==> config.mk <==
export PLATFORM = sky130hd
export DESIGN_NAME = uart_rx
export DESIGN_NICKNAME = d
export VERILOG_FILES = /design/src/rtl/uart_rx.sv
export SDC_FILE = /design/constraint.sdc
export NUM_CORES = 1
export LEC_CHECK = 0
export BUFFER_PORTS_ARGS = -buffer_cell sky130_fd_sc_hd__buf_2
export CORE_MARGIN = 2
export CORE_UTILIZATION = 54
export DETAILED_ROUTE_END_ITERATION = 7
export PLACE_DENSITY = 0.74
export SLEW_MARGIN = 40
export SYNTH_ARGS = -nofsm -noshare
export SYNTH_HDL_FRONTEND = slang
export SYNTH_SLANG_ARGS = --single-unit
export TNS_END_PERCENT = 50
==> constraint.sdc <==
create_clock -name i_clk -period 1.9 [get_ports i_clk]
set_input_delay 0.38 -clock i_clk [delete_from_list [all_inputs] [get_ports i_clk]]
set_output_delay 0.38 -clock i_clk [all_outputs]
set_load 0.01 [all_outputs]
==> src/rtl/uart_rx.sv <==
// UART receiver: 2-FF synchronised rx line, start/data/stop framing, parallel word out
// with one-cycle o_dv / o_err strobes. Define UART_RX_MAJORITY_EN for 2-of-3 sampling.
module uart_rx #(
  parameter int p_CLK_DIV  = 868,
  parameter int p_WORD_LEN = 8
) (
  input  logic                i_clk,
  input  logic                i_rst,
  input  logic                i_rx,
  output logic [p_WORD_LEN:0] o_data,
  output logic                o_dv,
  output logic                o_err,
  output logic                o_active
);

  localparam int CW = $clog2(p_CLK_DIV + 1);
  localparam int BW = $clog2(p_WORD_LEN + 1);
  localparam logic [CW-1:0] HALF     = CW'(p_CLK_DIV / 2);
  localparam logic [CW-1:0] LAST     = CW'(p_CLK_DIV);
  localparam logic [BW-1:0] BIT_LAST = BW'(p_WORD_LEN);

  typedef enum logic [2:0] {
    S_IDLE, S_START, S_DATA, S_STOP, S_CLEANUP, S_WAIT_HIGH
  } state_e;

  state_e              state_q, state_d;
  logic                rx_meta_q, rx_s_q;
  logic [CW-1:0]       clk_count_q, clk_count_d;
  logic [BW-1:0]       bit_count_q, bit_count_d;
  logic [p_WORD_LEN:0] shift_q, shift_d;
  logic [p_WORD_LEN:0] data_q, data_d;
  logic                err_q, err_d;
  logic                rx_lvl;   // line level used for edge/idle decisions
  logic                rx_samp;  // bit value used at sample points

`ifdef UART_RX_MAJORITY_EN
  // The FSM runs one cycle behind rx_s_q so the majority window is centred on its sample count.
  logic [1:0] hist_q;

  always_ff @(posedge i_clk or posedge i_rst) begin
    if (i_rst) hist_q <= 2'b11;
    else       hist_q <= {hist_q[0], rx_s_q};
  end

  assign rx_lvl  = hist_q[0];
  assign rx_samp = (rx_s_q & hist_q[0]) | (rx_s_q & hist_q[1]) | (hist_q[0] & hist_q[1]);
`else
  assign rx_lvl  = rx_s_q;
  assign rx_samp = rx_s_q;
`endif

  // NOTE: sequential state uses non-blocking (<=) so every flop samples pre-edge values.
  always_ff @(posedge i_clk or posedge i_rst) begin
    if (i_rst) begin
      rx_meta_q   <= 1'b1;
      rx_s_q      <= 1'b1;
      state_q     <= S_IDLE;
      clk_count_q <= '0;
      bit_count_q <= '0;
      shift_q     <= '0;
      data_q      <= '0;
      err_q       <= 1'b0;
    end else begin
      rx_meta_q   <= i_rx;
      rx_s_q      <= rx_meta_q;
      state_q     <= state_d;
      clk_count_q <= clk_count_d;
      bit_count_q <= bit_count_d;
      shift_q     <= shift_d;
      data_q      <= data_d;
      err_q       <= err_d;
    end
  end

  always_comb begin
    // NOTE: every output of this block is defaulted first so no path can infer a latch.
    state_d     = state_q;
    clk_count_d = clk_count_q;
    bit_count_d = bit_count_q;
    shift_d     = shift_q;
    data_d      = data_q;
    err_d       = err_q;
    o_active    = 1'b0;
    o_dv        = 1'b0;
    o_err       = 1'b0;

    case (state_q)
      S_IDLE: begin
        clk_count_d = '0;
        bit_count_d = '0;
        // The detection cycle itself is count 0 of the start bit.
        if (!rx_lvl) begin
          state_d     = S_START;
          clk_count_d = CW'(1);
        end
      end
      S_START: begin
        o_active    = 1'b1;
        clk_count_d = clk_count_q + 1'b1;
        if (clk_count_q == HALF) begin
          clk_count_d = '0;
          state_d     = rx_samp ? S_IDLE : S_DATA;
        end
      end
      S_DATA: begin
        o_active = 1'b1;
        if (clk_count_q == LAST) begin
          clk_count_d          = '0;
          shift_d[bit_count_q] = rx_samp;
          if (bit_count_q == BIT_LAST) begin
            bit_count_d = '0;
            state_d     = S_STOP;
          end else begin
            bit_count_d = bit_count_q + 1'b1;
          end
        end else begin
          clk_count_d = clk_count_q + 1'b1;
        end
      end
      S_STOP: begin
        o_active = 1'b1;
        if (clk_count_q == LAST) begin
          clk_count_d = '0;
          err_d       = !rx_samp;
          if (rx_samp) data_d = shift_q;
          state_d     = S_CLEANUP;
        end else begin
          clk_count_d = clk_count_q + 1'b1;
        end
      end
      S_CLEANUP: begin
        o_dv    = !err_q;
        o_err   = err_q;
        state_d = rx_lvl ? S_IDLE : S_WAIT_HIGH;
      end
      S_WAIT_HIGH: begin
        // A held-low (break) line must return high before a new start is accepted.
        if (rx_lvl) state_d = S_IDLE;
      end
      default: state_d = S_IDLE;
    endcase
  end

  assign o_data = data_q;

endmodule

# Word-level counts from Yosys, hierarchy flattened
# Cells that the tools add are included.
[totals]
output_inout_bits = 12
ff_bits = 38
input_bits = 3
word_cells = 61
[classes]
reduce_logical = 13
n_mux = 22
n_eq_ne = 14
order_cmp = 2
add_sub_neg = 2
[ops]
columns = ["cell", "n"]
rows = [
  ["$pmux 10 s3", 1],
  ["$mux 3", 7],
  ["$mux 10", 2],
  ["$pmux 3 s6", 1],
  ["$ne 2x2->1 const B", 6],
  ["$add 10x1->10 const B", 1],
  ["$eq 10x10->1 const B", 1],
  ["$eq 10x9->1 const B", 1],
  ["$bwmux 9", 1],
  ["$mux 4", 2],
  ["$pmux 4 s2", 1],
  ["$eq 3x2->1 const B", 2],
  ["$eq 3x3->1 const B", 2],
  ["$reduce_and 2->1", 3],
  ["$reduce_and 6->1", 1],
  ["$lt 4x5->1 const B", 1],
  ["$mux 1", 5],
  ["$add 4x1->4 const B", 1],
  ["$demux 1 s4", 1],
  ["$eq 4x4->1 const B", 1],
  ["$ge 4x1->1 const B", 1],
  ["$eq 3x1->1 const B", 1],
  ["$logic_not 3->1", 1],
  ["$reduce_and 3->1", 1],
  ["other kinds (7)", 8],
]

# Depth between registers and ports, before layout
# Gate-level depths: netlist of run 1.
[logic_depth]
depth_word = 5
ltp_mapped = 8
mapped_depth_nobuf = 6

# Least setup slack after synthesis of run 1
# Ideal clock, no wire load.
[synth_path]
kind = "reg-to-reg"
startpoint = "reg clk_count_q[0]"
endpoint = "reg data_q[0], in the netlist o_data[0]"
setup_time_ns = 0.125
arrival_ns = 1.798
t_required_ns = 1.775
slack_ns = -0.023
n_path_buf = 1
stages_incl_launch_ff = 8
period_less_slack_ns = 1.923
cell_sequence = "dfrtp_1 > inv_1 > ha_1 > nand4b_4 > nor3_4 > and3_1 > buf_6 > mux2_4"
[synth_between]
elab_chain_len = 2
[synth_lines]
columns = ["item", "line_no", "rtl"]
rows = [
  ["start, declared", "28", "logic [CW-1:0] clk_count_q, clk_count_d;"],
  ["start signal, assigned", "67", "clk_count_q <= clk_count_d;"],
  ["$eq 10x10->1", "122", "if (clk_count_q == LAST) begin"],
  ["$reduce_and 3->1 (no line)", "-", ""],
  ["end signal, assigned", "70", "data_q <= data_d;"],
  ["end, declared", "31", "logic [p_WORD_LEN:0] data_q, data_d;"],
]
# Every way passes these cells.
# A chain may end at the register's enable or synchronous reset.

# Worst setup path in the final report of run 1
[layout_path]
startpoint = "reg clk_count_q[0]"
endpoint = "reg clk_count_q[0]"
[layout_between]
elab_chain_len = 3
elab_cells_between_ends = 6
classes_between = "1 x add/sub; 2 x eq/ne; 3 x mux"
[layout_lines]
columns = ["item", "line_no", "rtl"]
rows = [
  ["$add 10x1->10 (tied with other cells)", "99, 117, 128", ""],
  ["$mux 10, on equally long branches", "107, 122, 100", ""],
  ["$pmux 10 s3 (*)", "87", "case (state_q)"],
]
# Mark *: on every way between the ends. The rest lies on a longest branch, timed or not.

==> metrics.yaml, run 1 <==
sta:
  timing.fmax_mhz: 534
  fin_worst_skew_ps: 8.47
  finalHoldViolCount: 0
  final-setup-viol-count: 0
  slew_headroom: 0.674
  min_period_ps: 1870
  rsz0062_at_grt: "yes"
  hold_ws_ps: 182
  tightest_slew_ps: 489
  report.final.slew_viol_count: 0
  period_share: 0.985
clock_tree:
  cts_num_sinks: 38
  cts-root-buf: "clkbuf_8"
  postCtsHoldBufs: 0
  ctsLongestPathBuffers: 2
  cts_max_level: 2
  clk_latency_ps: 290
  clk_pin_slew_ps: 80
  cts_tree: "yes"
  cts_buffers: 5
critical_path:
  cp_cell_sequence: "inv_1 > ha_1 > nor2b_1 > nor4bb_4 > buf_4 > or3_4 > buf_4 > o31ai_4"
  cp.arrival_ps: 2080
  crit_required_ps: 2110
  endpoint_kind: "register"
  critPathMaxStageDelay_ps: 370
  path_common_cell: "buf_4"
  cp.buffers_inverters: 3
  r2r.worst_path.cells: 8
  path_depth: 8
  cp_max_fo: 8
  cp-start-kind: "register"
  cp_top_family: "simple AND/OR/NAND/NOR gates"
  path_class: "register to register"
  crit_path_top_delay_cell: "or3_4"
route:
  vias: 1600
  routedWlPerCell_um: 17.8
  postRouteAntennaNets: 0
  drt-vias-per-instance: 5.95
  remaining_drc_errors: 0
  routed_wirelength_um: 4780
  drt_pass1_iterations: 4
  drtIter0Drc: 181
final_layout:
  instances_no_fill: 269
  diodes: 0
  drive_gt1_frac: 0.357
  area_delta_synth_final_pct: 22.4
  ff_latch_area_um2: 956
  fillers: 265
  multiInputGateArea_um2: 1130
  nNetsFinal: 230
placed_design:
  gp_congestion: 0.882
  dp.cells: 257
  dp_hpwl_um: 3080
  port-buffer-count: 14
global_route:
  antenna_found_initial: 0
  grt_max_degree: 39
  grt_pass1_vias: 1606
  grtUsageTotal: 0.234
  grt_pass1_wl_um: 7730
  grt_overflow: 0
power_and_ir_drop:
  power_uw: 1700
  powerDensity_nw_per_um2: 662
  p_leak_uw: 0.00132
  ir_drop_uv: 439
synthesis:
  syn_avg_cell_area_um2: 11.3
  synthFlopType: "dfrtp_1"
  yosysWarnings: 0
  ys_ff_latch: 38
  yosysSeqAreaShare: 0.455
  syn_inst: 186
  synth_area_um2: 2090
  synthArstFlopShare: 1.00
  ys_types: 44
  syn_nets: 196
  synth_edf_count: 0
floorplanning:
  rows: 22
  pin_count: 15
  die_w_um: 66.3
  initial_utilization: 0.568
  core_um2: 3690
  die_area_um2: 4390
  die_y_um: 66.3
flow_run:
  drv_cap: 0
hold_path:
  hp-class: "input port to register"
  min_path_cells: 1
run_status:
  status: "finished, final reports clean"
-- registers in the layout, summed over array words and instances (netlist names) --
name,flops
clk_count_q,10
state_q,3
shift_q,9
err_q,1
rx_meta_q,1
bit_count_q,4
o_data,9
rx_lvl,1
-- worst paths after layout --
| check | to | start | slack (ps) |
|---|---|---|---|
| max | clk_count_q[0] | clk_count_q[0] | 30 |
| min | rx_meta_q | i_rx | 180 |
| max reg2reg | clk_count_q[0] | clk_count_q[0] | 30 |
| min reg2reg | rx_lvl | rx_meta_q | 360 |
| max in group asynchronous | bit_count_q[3] | i_rst | 1340 |
| min in group asynchronous | o_data[3] | i_rst | 190 |
-- repair_timing --
item | CTS | global route
pin swaps | 2 | 0
endpoints found under the setup margin | 23 | 21
resized for setup | 4 | 12
setup buffers | 3 | 1
hold endpoints to repair | 0 | 0
-- cells by family (layout without fill, tap and decap cells) --
family                   count (synthesis)  in the layout  share of synthesized area
AND/OR/NAND/NOR                         74             74                      0.231
flip-flops                              38             38                      0.455
AO/OA/AOI/OAI                           29             29                      0.107
multiplexers                            21             21                      0.127
buffers and inverters                   17             52                     0.0377
adder cells (fa/ha/maj)                  7              7                     0.0418
-- synth_stat cells, types with 2 or more instances --
master | count | area [µm²]
dfstp_2 | 2 | 52.6
nor2b_1 | 2 | 12.5
a311oi_1 | 2 | 17.5
mux2_4 | 9 | 135
nand3_1 | 8 | 40.0
a21oi_1 | 5 | 25.0
nor3_1 | 5 | 25.0
mux2_1 | 9 | 101
nand4b_4 | 2 | 47.6
nand3b_1 | 5 | 37.5
nor4bb_1 | 2 | 20.0
mux2i_1 | 3 | 30.0
o41ai_1 | 4 | 35.0
or3_1 | 2 | 12.5
buf_2 | 3 | 15.0
nand4_1 | 3 | 18.8
ha_1 | 7 | 87.6
dfrtp_1 | 36 | 901
nand2_1 | 18 | 67.6
inv_1 | 8 | 30.0
clkbuf_1 | 4 | 15.0
and3_1 | 3 | 18.8
a22o_1 | 2 | 17.5
nor4_4 | 2 | 42.5
nor2_1 | 12 | 45.0
nor3b_1 | 3 | 22.5
o21ai_0 | 3 | 15.0
o2bb2ai_1 | 3 | 26.3
o21ai_1 | 2 | 10.0
nor4_1 | 2 | 12.5
a221o_1 | 2 | 20.0
-- per-stage QoR --
stage	utilization	instance area (µm²)	setup WS [ps]	TNS, ps
after floorplan	-	2090	25.6	0
after global placement	0.630	2320	12.5	0
after detailed placement	0.630	2320	-68.0	-106
after CTS	0.678	2500	13.6	0
after global routing	0.695	2560	-21.9	-56.6
final	0.695	2560	28.4	0
-- final cells by class --
cell class	instances	area share
tap	48	0.0234
multi-input combinational	131	0.439
timing repair buffer	36	0.0967
clock inverter	2	0.0234
sequential	38	0.373
inverter	8	0.0117
clock buffer	6	0.0322
-- layout by cell type, fill, tap and decap left out, types with 2 or more instances in the layout --
cell,n
nor3_1,5
inv_1,7
o21ai_0,3
nand4_1,3
a311oi_1,2
dfstp_2,2
dfrtp_1,34
bufinv_16,2
nor4_4,2
nor3_4,2
or3_4,2
dfrtp_2,2
and3_1,2
clkbuf_8,6
a21oi_1,4
mux2_1,9
o41ai_1,4
nor4_1,2
ha_1,6
nor2_1,11
mux2_4,9
nand4b_4,2
a22o_1,2
nand2_1,18
buf_4,21
nand3_1,7
nor2b_1,2
o2bb2ai_1,3
buf_2,14
nand3b_1,5
mux2i_1,3
a221o_1,2
nor3b_1,3
-- report_power, final --
part / switching (µW) / internal [µW] / total, µW
sequential: 4.48 / 812 / 816
combinational: 16.6 / 3.42 / 20.0
clock: 301 / 560 / 861
total: 322 / 1380 / 1700
-- per-layer routing --
metal / up-vias / track usage / part of all wire
met5: - / 0 / 0
met1: 797 / 0.305 / 0.44
met3: 7 / 0.0528 / 0.039
met2: 49 / 0.383 / 0.51
li1: 747 / - / -
met4: 0 / 0.0791 / 0.012
Note: power is estimated with default switching activity, not from simulation.
==> inputs of run 2 (changes only) <==
--- a/config.mk
+++ b/config.mk
@@ -5,11 +5,12 @@
 export SDC_FILE = /design/constraint.sdc
 export NUM_CORES = 1
 export LEC_CHECK = 0
+export ABC_AREA = 1
 export BUFFER_PORTS_ARGS = -buffer_cell sky130_fd_sc_hd__buf_2
-export CORE_MARGIN = 2
-export CORE_UTILIZATION = 54
+export CORE_MARGIN = 5
+export CORE_UTILIZATION = 50
 export DETAILED_ROUTE_END_ITERATION = 7
-export PLACE_DENSITY = 0.74
+export PLACE_DENSITY = 0.7
 export SLEW_MARGIN = 40
 export SYNTH_ARGS = -nofsm -noshare
 export SYNTH_HDL_FRONTEND = slang
==> metrics.yaml, run 2 <==
floorplanning:
  rows: 23
  die_y_um: 74.7
  die_w_um: 74.7
  initial_utilization: 0.520
  pin_count: 15
  die_area_um2: 5590
  core_um2: 4030
critical_path:
  reg2reg_slack_ps: 210
  cp.arrival_ps: 1320
  cp_cell_sequence: "nor2_2 > nand2_1 > nor2_1 > buf_2"
  r2r.worst_path.cells: 9
  critPathMaxStageDelay_ps: 460
  r2r-start: "clk_count_q[0]"
  cp_max_fo: 7
  crit_path_top_delay_cell: "dfrtp_1"
  cp-start-kind: "register"
  cp.buffers_inverters: 1
  path_class: "register to primary output"
  crit-reg2reg-capture: "clk_count_q[2]"
  endpoint_kind: "primary output"
  cp_top_family: "flip-flops"
  crit_required_ps: 1520
sta:
  min_period_ps: 1700
  rsz0062_at_grt: "no"
  finalHoldViolCount: 0
  period_share: 0.895
  report.final.slew_viol_count: 0
  timing.fmax_mhz: 588
  fin_worst_skew_ps: 3.70
  final-setup-viol-count: 0
  tightest_slew_ps: 512
  tns_ps: 0
  slew_headroom: 0.657
placed_design:
  port-buffer-count: 14
  gp_congestion: 0.899
  dp_hpwl_um: 2900
synthesis:
  yosysWarnings: 0
  ys_ff_latch: 38
  synthFlopType: "dfrtp_1"
  ys_top_cells_by_area: "dfrtp_1, nand2_1, inv_1, nand3_1, nand4_1"
  synth_top_area_frac: 0.430
  synth_area_um2: 2100
  synthArstFlopShare: 1.00
  yosysMostFrequentCell: "nand2_1"
  syn_avg_cell_area_um2: 7.79
  syn_nets: 279
  ys_types: 26
  synth_edf_count: 0
  yosysTopAreaCell: "dfrtp_1"
  syn_inst: 269
  yosysSeqAreaShare: 0.455
  synth.top_cells.by_count: "nand2_1, inv_1, dfrtp_1, nand3_1, nor2_1"
clock_tree:
  cts_tree: "yes"
  cts-root-buf: "clkbuf_8"
  cts_max_level: 2
  postCtsHoldBufs: 0
  clk_latency_ps: 280
  cts_num_sinks: 38
  clk_pin_slew_ps: 70
  cts_buffers: 5
  ctsLongestPathBuffers: 2
power_and_ir_drop:
  p_comb_frac: 0.014
  swShare: 0.201
  p_leak_uw: 0.00123
  powerDensity_nw_per_um2: 631
  seq_power_share: 0.543
  clkPwrFrac: 0.443
  internal_power_uw: 1200
  ir_drop_uv: 301
  switching_power_uw: 302
hold_path:
  min_path_cells: 1
  hold_end: "rx_meta_q"
  hp-start: "i_rx"
  hp-class: "input port to register"
global_route:
  antenna_found_initial: 0
  grtUsageTotal: 0.166
  grt_max_degree: 39
  grt_pass1_vias: 1575
  grt_overflow: 0
  grt_pass1_wl_um: 7120
route:
  postRouteAntennaNets: 0
  drtIter0Drc: 94
  drt-vias-per-instance: 5.03
  routed_wirelength_um: 4020
  remaining_drc_errors: 0
  vias: 1730
  routedWlPerCell_um: 11.7
  drt_pass1_iterations: 4
final_layout:
  area_delta_synth_final_pct: 13.7
  diodes: 0
  regMostFlops: "clk_count_q"
  mostFrequentLayoutCells: "nand2_1, inv_1, dfrtp_1, nand3_1, nor2_1"
  nNetsFinal: 303
  fin_util: 0.591
  largest_register_ffs: 10
  drive_gt1_frac: 0.170
  final_common_cell: "nand2_1"
run_status:
  status: "finished, final reports clean"
flow_run:
  drv_cap: 0
-- run 2: changes by cell type after synthesis, sizes merged, moves of 14 or more --
| cell | before | now |
|---|---|---|
| o21ai | 5 | 19 |
| nand3 | 8 | 26 |
| nand2 | 18 | 74 |
| nor2 | 12 | 28 |
| mux2 | 18 | 0 |
| inv | 8 | 42 |
-- run 2: logic make-up (layout without fill, tap and decap cells) --
kind of cell	after synthesis	after routing	synth area share
buf+inv	47	72	0.0919
compound gates	22	22	0.0561
simple gates	151	151	0.339
fa+ha+maj	7	7	0.0418
xor+xnor	4	4	0.0167
flops	38	38	0.455
-- run 2: through the flow --
step           cell area [µm²]  total power, µW  worst slack (ps)  hold WS (ps)  std cells
6_report                  2380             1500               199           186        344
5_1_grt                   2380             1560              33.8           178        344
4_1_cts                   2350             1520              74.1           178        343
3_5_place_dp              2250              856               119           349        335
3_3_place_gp              2250              855               196           347        335
2_1_floorplan             2100              845               348           345        269
-- run 2: how the worst max path moves through the flow --
stage,start,to,slack (ps),cells past startpoint
after global routing,clk_count_q[0],bit_count_q[2],30,10
after global placement,clk_count_q[0],bit_count_q[1],200,9
after floorplan,clk_count_q[0],shift_q[0],350,10
final,state_q[0],o_err,200,4
after detailed placement,clk_count_q[0],bit_count_q[0],120,9
after CTS,state_q[0],o_err,70,4
-- run 2: layout make-up --
class,count,area [µm²]
fill,381,1650
multi-input combinational,184,957
sequential,38,953
inverter,42,158
timing repair buffer,22,143
clock buffer,5,68.8
tap,50,62.6
clock inverter,3,40.0
-- run 2: power groups by stage --
stage / clock (µW) / combinational (µW) / sequential, µW
3_3_place_gp: 0 / 23.3 / 832
4_1_cts: 685 / 23.5 / 816
5_1_grt: 714 / 26.8 / 817
3_5_place_dp: 0 / 23.6 / 832
6_report: 666 / 21.8 / 817
2_1_floorplan: 0 / 16.7 / 829
-- run 2: what timing repair did --
item / 4_1_cts / 5_1_grt
setup buffers: 0 / 1
gates resized for setup: 0 / 3
setup endpoints to repair: 0 / 11
-- run 2: metal layers --
metal  global-route usage  wire (µm)
met2                0.242       1780
met5                    0          0
met3               0.0374        166
met1                0.241       2040
met4               0.0593         33
